===== config.mk =====
export PLATFORM = sky130hd
export DESIGN_NAME = streaming_transpose
export DESIGN_NICKNAME = d
export VERILOG_FILES = /design/src/rtl/streaming_transpose_pkg.sv /design/src/rtl/streaming_transpose_bank.sv /design/src/rtl/streaming_transpose.sv
export SDC_FILE = /design/constraint.sdc
export NUM_CORES = 1
export LEC_CHECK = 0
export CAP_MARGIN = 20
export CELL_PAD_IN_SITES_DETAIL_PLACEMENT = 1
export CELL_PAD_IN_SITES_GLOBAL_PLACEMENT = 1
export CORE_ASPECT_RATIO = 2
export CORE_UTILIZATION = 30
export DETAILED_ROUTE_END_ITERATION = 12
export PLACE_DENSITY = 0.51
export SLEW_MARGIN = 20
export SYNTH_ARGS = -nofsm -noshare
export SYNTH_HDL_FRONTEND = slang
export SYNTH_SLANG_ARGS = --single-unit

===== constraint.sdc =====
create_clock -name clk -period 9.1 [get_ports clk]
set_input_delay 1.82 -clock clk [delete_from_list [all_inputs] [get_ports clk]]
set_output_delay 1.82 -clock clk [all_outputs]
set_load 0.1 [all_outputs]

===== src/rtl/streaming_transpose_pkg.sv =====
// streaming_transpose_pkg
// Shared definitions for the matrix datapath blocks:
//   - per-bank state encodings (exposed on the transposer debug port)
//   - elem_idx(): LSB position of element (r,c) in a row-major flattened
//     ROWS x COLS x WIDTH vector
//   - cnt_w(): counter width for a 0..n-1 index (at least 1 bit)
package streaming_transpose_pkg;

  localparam logic [1:0] BANK_EMPTY    = 2'd0;
  localparam logic [1:0] BANK_FILLING  = 2'd1;
  localparam logic [1:0] BANK_FULL     = 2'd2;
  localparam logic [1:0] BANK_DRAINING = 2'd3;

  function automatic int unsigned elem_idx(input int unsigned r,
                                           input int unsigned c,
                                           input int unsigned cols,
                                           input int unsigned width);
    return (r * cols + c) * width;
  endfunction

  function automatic int cnt_w(input int n);
    return (n > 1) ? $clog2(n) : 1;
  endfunction

endpackage


===== src/rtl/streaming_transpose_bank.sv =====
// transpose_bank
// One ROWS x COLS register bank of WIDTH-bit elements.
// Ports:
//   clk, rst       clock, asynchronous active-high reset (clears storage)
//   i_we           write one row this cycle
//   i_row_idx      row being written
//   i_row_data     row data, element c at [c*WIDTH +: WIDTH]
//   i_col_idx      column to read
//   o_col          column data (combinational), element r at [r*WIDTH +: WIDTH]
module transpose_bank
  import streaming_transpose_pkg::*;
#(
  parameter int ROWS  = 3,
  parameter int COLS  = 4,
  parameter int WIDTH = 8
) (
  input  logic                      clk,
  input  logic                      rst,
  input  logic                      i_we,
  input  logic [cnt_w(ROWS)-1:0]    i_row_idx,
  input  logic [COLS*WIDTH-1:0]     i_row_data,
  input  logic [cnt_w(COLS)-1:0]    i_col_idx,
  output logic [ROWS*WIDTH-1:0]     o_col
);

  localparam int RW = cnt_w(ROWS);
  localparam int CW = cnt_w(COLS);

  logic [ROWS*COLS*WIDTH-1:0] r_mem;
  logic [ROWS*WIDTH-1:0]      w_col;

  // Row write: decode the row index against constant positions so every
  // select is static.
  always_ff @(posedge clk or posedge rst) begin
    if (rst) begin
      r_mem <= '0;
    end else if (i_we) begin
      for (int r = 0; r < ROWS; r++) begin
        if (i_row_idx == RW'(r)) begin
          for (int c = 0; c < COLS; c++) begin
            r_mem[elem_idx(r, c, COLS, WIDTH) +: WIDTH] <= i_row_data[c*WIDTH +: WIDTH];
          end
        end
      end
    end
  end

  // Column read: plain mux over registered storage.
  always_comb begin
    w_col = '0;
    for (int r = 0; r < ROWS; r++) begin
      for (int c = 0; c < COLS; c++) begin
        if (i_col_idx == CW'(c)) begin
          w_col[r*WIDTH +: WIDTH] = r_mem[elem_idx(r, c, COLS, WIDTH) +: WIDTH];
        end
      end
    end
  end

  assign o_col = w_col;

endmodule


===== src/rtl/streaming_transpose.sv =====
// streaming_transpose
// Double-buffered matrix transposer. Takes a ROWS x COLS matrix one row per
// transfer and emits its transpose one column per transfer. Two banks
// ping-pong so one matrix loads while the other drains.
// Ports:
//   clk, rst          clock, asynchronous active-high reset
//   in_row/in_valid/in_ready     input row stream, element c at [c*WIDTH +: WIDTH]
//   out_col/out_valid/out_ready  output column stream, element r at [r*WIDTH +: WIDTH]
//   out_last          high with the final column (c = COLS-1) of a matrix
//   o_dbg_bank_state  {bank1, bank0} state: EMPTY/FILLING/FULL/DRAINING
//
// Handshake: a transfer happens on a rising edge where valid && ready.
// in_ready and out_valid come only from registered flags (no combinational
// path from in_valid or out_ready); out_col/out_valid hold while stalled.
module streaming_transpose
  import streaming_transpose_pkg::*;
#(
  parameter int ROWS  = 3,
  parameter int COLS  = 4,
  parameter int WIDTH = 8
) (
  input  logic                   clk,
  input  logic                   rst,
  input  logic [COLS*WIDTH-1:0]  in_row,
  input  logic                   in_valid,
  output logic                   in_ready,
  output logic [ROWS*WIDTH-1:0]  out_col,
  output logic                   out_valid,
  input  logic                   out_ready,
  output logic                   out_last,
  output logic [3:0]             o_dbg_bank_state
);

  localparam int RW = cnt_w(ROWS);
  localparam int CW = cnt_w(COLS);
  localparam logic [RW-1:0] ROW_LAST = RW'(ROWS - 1);
  localparam logic [CW-1:0] COL_LAST = CW'(COLS - 1);

  logic [1:0]    r_full;
  logic          r_wr_bank;
  logic          r_rd_bank;
  logic [RW-1:0] r_row_cnt;
  logic [CW-1:0] r_col_cnt;

  logic                  w_in_ready;
  logic                  w_wr_fire;
  logic                  w_wr_done;
  logic                  w_out_valid;
  logic                  w_rd_fire;
  logic                  w_rd_done;
  logic [1:0]            w_set;
  logic [1:0]            w_clr;
  logic [ROWS*WIDTH-1:0] w_col0;
  logic [ROWS*WIDTH-1:0] w_col1;
  logic [3:0]            w_dbg;

  assign w_in_ready  = !r_full[r_wr_bank];
  assign w_wr_fire   = in_valid && w_in_ready;
  assign w_wr_done   = w_wr_fire && (r_row_cnt == ROW_LAST);

  assign w_out_valid = r_full[r_rd_bank];
  assign w_rd_fire   = w_out_valid && out_ready;
  assign w_rd_done   = w_rd_fire && (r_col_cnt == COL_LAST);

  // Set and clear never target the same bank (writing needs a not-full
  // bank, reading needs a full one), so both can apply in one cycle.
  assign w_set = {w_wr_done &  r_wr_bank, w_wr_done & ~r_wr_bank};
  assign w_clr = {w_rd_done &  r_rd_bank, w_rd_done & ~r_rd_bank};

  always_ff @(posedge clk or posedge rst) begin
    if (rst) begin
      r_full    <= '0;
      r_wr_bank <= 1'b0;
      r_rd_bank <= 1'b0;
      r_row_cnt <= '0;
      r_col_cnt <= '0;
    end else begin
      r_full <= (r_full | w_set) & ~w_clr;
      if (w_wr_fire) begin
        if (w_wr_done) begin
          r_row_cnt <= '0;
          r_wr_bank <= ~r_wr_bank;
        end else begin
          r_row_cnt <= r_row_cnt + RW'(1);
        end
      end
      if (w_rd_fire) begin
        if (w_rd_done) begin
          r_col_cnt <= '0;
          r_rd_bank <= ~r_rd_bank;
        end else begin
          r_col_cnt <= r_col_cnt + CW'(1);
        end
      end
    end
  end

  transpose_bank #(.ROWS(ROWS), .COLS(COLS), .WIDTH(WIDTH)) u_bank0 (
    .clk        (clk),
    .rst        (rst),
    .i_we       (w_wr_fire & ~r_wr_bank),
    .i_row_idx  (r_row_cnt),
    .i_row_data (in_row),
    .i_col_idx  (r_col_cnt),
    .o_col      (w_col0)
  );

  transpose_bank #(.ROWS(ROWS), .COLS(COLS), .WIDTH(WIDTH)) u_bank1 (
    .clk        (clk),
    .rst        (rst),
    .i_we       (w_wr_fire & r_wr_bank),
    .i_row_idx  (r_row_cnt),
    .i_row_data (in_row),
    .i_col_idx  (r_col_cnt),
    .o_col      (w_col1)
  );

  // Per-bank state, derived from flags, pointers and counters.
  always_comb begin
    w_dbg = '0;
    for (int b = 0; b < 2; b++) begin
      if (r_full[b]) begin
        w_dbg[b*2 +: 2] = (r_rd_bank == 1'(b) && r_col_cnt != '0) ? BANK_DRAINING : BANK_FULL;
      end else begin
        w_dbg[b*2 +: 2] = (r_wr_bank == 1'(b) && r_row_cnt != '0) ? BANK_FILLING : BANK_EMPTY;
      end
    end
  end

  assign in_ready         = w_in_ready;
  assign out_valid        = w_out_valid;
  assign out_col          = r_rd_bank ? w_col1 : w_col0;
  assign out_last         = w_out_valid && (r_col_cnt == COL_LAST);
  assign o_dbg_bank_state = w_dbg;

endmodule


==> run summary, run 1 <==
final setup fails -> 0
GPL Wtd Cong -> 0.724
Final Hold Viols -> 0
CP bufs+invs -> 2
largest family of logic cells by synthesized area -> multiplexers
Slew Limit Headroom -> 0.324
via count -> 5640
WHS -> 0.499 ns
# Post-CTS Setup Buffers -> 0
Final min period -> 5.81 ns
RSZ-0062 raised after global routing -> no
max-cap violation count -> 0
Synth top area share -> 0.565
DP Worst Slack -> 3.69 ns
Post-synth ARST share -> 1.00
clock buffer depth -> 2
Cell Chain, Critical Path -> ha_1 > nand2b_2 > buf_4 > o22ai_1 > o32ai_1 > clkdlybuf4s50_1
Overall Global Routing Usage -> 0.175
Synth cell types -> 31
Mapped Cells -> 611
hpwl dp -> 15100 microns
Worst-Skew Late Latency -> 0.44 ns
max-slew violations -> 0
number of I/O port buffers -> 66
FMAX -> 172 MHz
Worst Setup EP -> out_col[5]
n_diodes -> 0
list of most frequent post-synthesis cells -> dfrtp_1, mux2_2, a221oi_1, mux2_4, clkbuf_1
area delta synth->final -> 18.5%
post-synthesis net count -> 651
data required time at the worst endpoint -> 7.28 ns
chip height -> 245 microns
dominant cell by count in the synthesized netlist -> dfrtp_1
Post-Synth Adder-Cell Area -> 0.00565
largest net degree at the start of global routing -> 128
worst-path maximum fanout -> 35
top cells by area, synth -> dfrtp_1, mux2_2, mux2_4
nets -> 696
vias in the first global route -> 6462
Setup WS post-layout -> 3.29 ns
Cell Area, Synth -> 0.00886 sq mm
die area -> 0.0303 sq mm
CTS tree -> yes
Yosys warnings -> 0
largest stage delay on the critical path -> 1.24 ns
R2R depth -> 4
initial core utilization -> 0.306
clock sinks -> 200
compound-gate portion of the synthesized area -> 0.117
number of synthesized flops with an enable pin -> 0
part of the cycle the worst path needs -> 0.638
reg2reg end -> u_bank0.r_mem[70]$_DFFE_PP0P_
Avg Inst Size Synth -> 14.5 sq um
Clock Skew -> 0.00657 ns
first-pass GRT wire length -> 39200 microns
mux cell area share after synthesis -> 0.263
Hold Path Class -> reg -> reg
slowest CP cell -> clkdlybuf4s50_1
number of synthesized register bits -> 200
worst-margin pin slew -> 1.01 ns
clk root buf -> clkbuf_16
grt total ovfl -> 0
Core ar. -> 0.0290 sq mm
DIE WIDTH -> 124 microns
WL final -> 24500 microns
Seq/Total Area, Yosys -> 0.565
ys flop type -> dfrtp_1
Final ANT Viol Nets -> 0
H-Tree Depth -> 4
clk slew on worst S/H paths -> 0.07 ns
CP endpoint kind -> output port
post-cts repair resize count -> 0
layout cell share with drive strength beyond 1 -> 0.368
initial antenna violation count -> 0
Cell Rows -> 88
io pins -> 67
Critical Path Source Type -> flop
RR Startpoint -> r_row_cnt[0]$_DFFE_PP0P_
Crit Path Category -> reg -> out
CTS buffer count -> 17
number of remaining DRC errors -> 0
Fin Setup TNS -> 0 ns
Largest delay share family, worst path -> buffers and inverters
Iteration-0 DRC Markers -> 311
drt first pass iters -> 4
Synth Area in Simple Gates -> 0.0193
cts hold-fix bufs -> 0
Crit path arrival time -> 3.99 ns
R2R Setup Slk -> 7.03 ns
Synth area leader -> dfrtp_1
Critical Path Source -> r_col_cnt[0]$_DFFE_PP0P_
drt wl/cell -> 23.8 microns
XOR/XNOR Fraction of Synth Area -> 0
vias per std cell -> 5.49
CP Depth -> 6
outcome -> completed
-- per-stage QoR --
| step | util | cell area, sq um | cells |
|---|---|---|---|
| 5_1_grt | 0.363 | 10500 | 1028 |
| 6_report | 0.363 | 10500 | 1028 |
| 4_1_cts | 0.363 | 10500 | 1028 |
| 3_3_place_gp | 0.340 | 9850 | 997 |
| 2_1_floorplan | - | 8860 | 611 |
| 3_5_place_dp | 0.340 | 9850 | 997 |
-- worst reg2reg max path, delay by kind of cell (launching register included) --
kind | cells | cell delay (ns)
DFF | 1 | 0.53
muxes | 1 | 0.41
buffers and inverters | 1 | 0.36
and+or+nand+nor | 2 | 0.66
-- per-layer routing --
layer | GRT usage | wire length [microns] | vias to the layer above | share of wire
met4 | 0.0606 | 436 | 0 | 0.018
met3 | 0.0325 | 697 | 19 | 0.028
met2 | 0.298 | 13000 | 90 | 0.53
met5 | 0 | 0 | - | 0
li1 | - | - | 2465 | -
met1 | 0.218 | 10400 | 3066 | 0.42
-- sequential cells by signal (all words and copies together) (netlist names) --
| name | cells |
|---|---|
| r_rd_bank | 1 |
| r_row_cnt | 2 |
| u_bank1.r_mem | 96 |
| r_wr_bank | 1 |
| r_full | 2 |
| u_bank0.r_mem | 96 |
| r_col_cnt | 2 |
-- area by class of cell --
class                      count  area (sq um)
multi-input combinational    355          3630
fill                        3006         18500
clock inverter                 9           170
sequential                   200          5010
timing repair buffer          78           751
inverter                       4          22.5
tap                          360           450
clock buffer                  22           474
-- cells in the final DEF (no fill, tap or decap), drive strengths merged --
| cell type | count |
|---|---|
| mux2 | 197 |
| inv | 4 |
| or3 | 1 |
| or2 | 1 |
| nand2 | 6 |
| o221ai | 24 |
| o22ai | 25 |
| nand3 | 1 |
| nand4 | 1 |
| o21ai | 2 |
| clkdlybuf4s50 | 66 |
| and3 | 1 |
| a221oi | 48 |
| nand3b | 1 |
| nor2 | 4 |
| clkbuf | 22 |
| nor2b | 3 |
| bufinv | 5 |
| o32ai | 25 |
| nor3 | 1 |
| ha | 4 |
| mux2i | 1 |
| nor4 | 1 |
| nand2b | 4 |
| a21oi | 1 |
| buf | 12 |
| dfrtp | 200 |
| clkinv | 4 |
| o21a | 2 |
| nand4b | 1 |
-- how the worst min path moves through the flow --
stage	to	start	slack [ns]	cells past startpoint
4_1_cts	u_bank1.r_mem[29]$_DFFE_PP0P_	u_bank1.r_mem[29]$_DFFE_PP0P_	0.51	1
5_1_grt	u_bank0.r_mem[3]$_DFFE_PP0P_	u_bank0.r_mem[3]$_DFFE_PP0P_	0.52	1
6_report	u_bank1.r_mem[28]$_DFFE_PP0P_	u_bank1.r_mem[28]$_DFFE_PP0P_	0.50	1
2_1_floorplan	u_bank0.r_mem[30]$_DFFE_PP0P_	u_bank0.r_mem[30]$_DFFE_PP0P_	0.46	1
3_3_place_gp	u_bank1.r_mem[28]$_DFFE_PP0P_	u_bank1.r_mem[28]$_DFFE_PP0P_	0.47	1
3_5_place_dp	u_bank1.r_mem[29]$_DFFE_PP0P_	u_bank1.r_mem[29]$_DFFE_PP0P_	0.49	1
-- kinds of logic (layout without fill, tap and decap cells) --
family | after synthesis | after routing
multiplexers | 198 | 198
adder cells (fa/ha/maj) | 4 | 4
flip-flops | 200 | 200
AND/OR/NAND/NOR | 26 | 26
AO/OA/AOI/OAI | 127 | 127
buffers and inverters | 56 | 113
Power of run 1 is not shown: default switching activity piles up to over one toggle a cycle in this logic, so the estimate is an artifact.
==> run 2: changes to the inputs <==
Clock period 9.1 ns to 5.6 ns, I/O delays scaled along.
==> run 2 against run 1 <==
First-iteration DRC count fell by 39%; global-route usage rose by 0.27 points; cell count up 0.39%; register-to-register slack worse by 3.5 ns; hold slack improved by 0.0014 ns.
==> run summary, run 2 (same netlist as run 1, synthesis figures left out) <==
via count -> 5660 (was 5640)
n_diodes -> 0 (unchanged)
area delta synth->final -> 17.1% (was 18.5%)
Final Hold Viols -> 0 (unchanged)
clock sinks -> 200 (unchanged)
Cell Rows -> 88 (unchanged)
DP Worst Slack -> 1.66 ns (was 3.69 ns)
Slew Limit Headroom -> 0.344 (was 0.324)
post-cts repair resize count -> 0 (unchanged)
GPL Wtd Cong -> 0.746 (was 0.724)
initial antenna violation count -> 0 (unchanged)
worst-margin pin slew -> 0.984 ns (was 1.01 ns)
# Post-CTS Setup Buffers -> 0 (unchanged)
Crit path arrival time -> 3.26 ns (was 3.99 ns)
Hold Path Class -> reg -> reg (unchanged)
initial core utilization -> 0.306 (unchanged)
die area -> 0.0303 sq mm (unchanged)
CP endpoint kind -> output port (unchanged)
cts hold-fix bufs -> 0 (unchanged)
worst-path maximum fanout -> 30 (was 35)
number of remaining DRC errors -> 0 (unchanged)
Overall Global Routing Usage -> 0.178 (was 0.175)
drt wl/cell -> 24.2 microns (was 23.8 microns)
clk slew on worst S/H paths -> 0.07 ns (about the same)
final instance area -> 0.0104 sq mm (was 0.0105 sq mm)
RSZ-0062 raised after global routing -> no (unchanged)
clk root buf -> clkbuf_16 (unchanged)
first-pass GRT wire length -> 39700 microns (was 39200 microns)
largest net degree at the start of global routing -> 153 (was 128)
Fillers -> 2978 (was 3006)
vias per std cell -> 5.48 (was 5.49)
FMAX -> 229 MHz
CTS tree -> yes (unchanged)
WL final -> 25000 microns (was 24500 microns)
part of the cycle the worst path needs -> 0.781
nets -> 699 (was 696)
final setup fails -> 0 (unchanged)
clock buffer depth -> 2 (unchanged)
Fin Setup TNS -> 0 ns (unchanged)
grt total ovfl -> 0 (unchanged)
Final ANT Viol Nets -> 0 (unchanged)
drt first pass iters -> 4 (unchanged)
commonest cells after routing, fill and taps aside -> dfrtp_1, mux2_2, a221oi_1, clkdlybuf4s50_1, buf_4 (was dfrtp_1, mux2_2, clkdlybuf4s50_1, a221oi_1, mux2_4)
max-cap violation count -> 0 (unchanged)
DIE WIDTH -> 124 microns (unchanged)
Setup WS post-layout -> 1.22 ns (was 3.29 ns)
Critical Path Source Type -> flop (unchanged)
chip height -> 245 microns (unchanged)
WHS -> 0.500 ns (was 0.499 ns)
max-slew violations -> 0 (unchanged)
H-Tree Depth -> 4 (unchanged)
Worst-Skew Late Latency -> 0.44 ns (about the same)
hpwl dp -> 15800 microns (was 15100 microns)
Clock Skew -> 0.00855 ns (was 0.00657 ns)
vias in the first global route -> 6386 (was 6462)
data required time at the worst endpoint -> 4.48 ns (was 7.28 ns)
CTS buffer count -> 17 (unchanged)
io pins -> 67 (unchanged)
outcome -> completed (unchanged)
Largest regs -> u_bank0.r_mem: 96 flops, u_bank1.r_mem: 96 flops (unchanged)
placed instance area -> 0.00983 sq mm (was 0.00985 sq mm)
Crit Path Category -> reg -> out (unchanged)
Core ar. -> 0.0290 sq mm (unchanged)
Final min period -> 4.38 ns
Iteration-0 DRC Markers -> 189 (was 311)
multi-input logic area -> 0.00362 sq mm (was 0.00363 sq mm)
commonest non-fill, non-tap cell in the layout -> dfrtp_1 (unchanged)
layout cell share with drive strength beyond 1 -> 0.402 (was 0.368)
number of I/O port buffers -> 66 (unchanged)
register area -> 0.00501 sq mm (unchanged)
[run 2: stage by stage]
stage	util	std cells
6_report	0.359	1032
5_1_grt	0.359	1032
2_1_floorplan	-	611
4_1_cts	0.358	1031
3_5_place_dp	0.339	999
3_3_place_gp	0.339	998
[run 2: layout make-up]
type,count,area share
inverters,4,0.00181
well taps,360,0.0434
repair buffers,81,0.0730
multi-input cells,355,0.349
clock buffers,23,0.0431
flip-flops and latches,200,0.482
clock inverters,9,0.00747
[run 2: worst paths after layout]
| path | slack, ns | cells after the start | endpoint | startpoint |
|---|---|---|---|---|
| setup / recovery | 1.22 | 6 | out_col[5] | r_col_cnt[0]$_DFFE_PP0P_ |
| max in group asynchronous | 3.53 | 3 | r_rd_bank$_DFFE_PP0P_ | rst |
| hold reg to reg | 0.50 | 1 | u_bank0.r_mem[30]$_DFFE_PP0P_ | u_bank0.r_mem[30]$_DFFE_PP0P_ |
| min in group asynchronous | 1.17 | 3 | u_bank0.r_mem[85]$_DFFE_PP0P_ | rst |
| hold / removal | 0.50 | 1 | u_bank0.r_mem[30]$_DFFE_PP0P_ | u_bank0.r_mem[30]$_DFFE_PP0P_ |
| setup reg to reg | 3.54 | 4 | u_bank0.r_mem[72]$_DFFE_PP0P_ | r_row_cnt[0]$_DFFE_PP0P_ |
[run 2: routing by layer]
| layer | track usage | vias to the layer above | wire length [microns] |
|---|---|---|---|
| met5 | 0 | - | 0 |
| met4 | 0.0741 | 0 | 699 |
| met3 | 0.0274 | 30 | 624 |
| met2 | 0.297 | 79 | 13000 |
| met1 | 0.225 | 3077 | 10700 |
| li1 | - | 2474 | - |
[run 2: critical path, stage by stage, from the launching register on]
cell and delay, ns:
dfrtp_1 0.43, ha_1 0.29, inv_1 0.57, buf_4 0.50, o22ai_1 0.15, o32ai_1 0.47, buf_4 0.38
Power of run 2 is left out for the same reason.
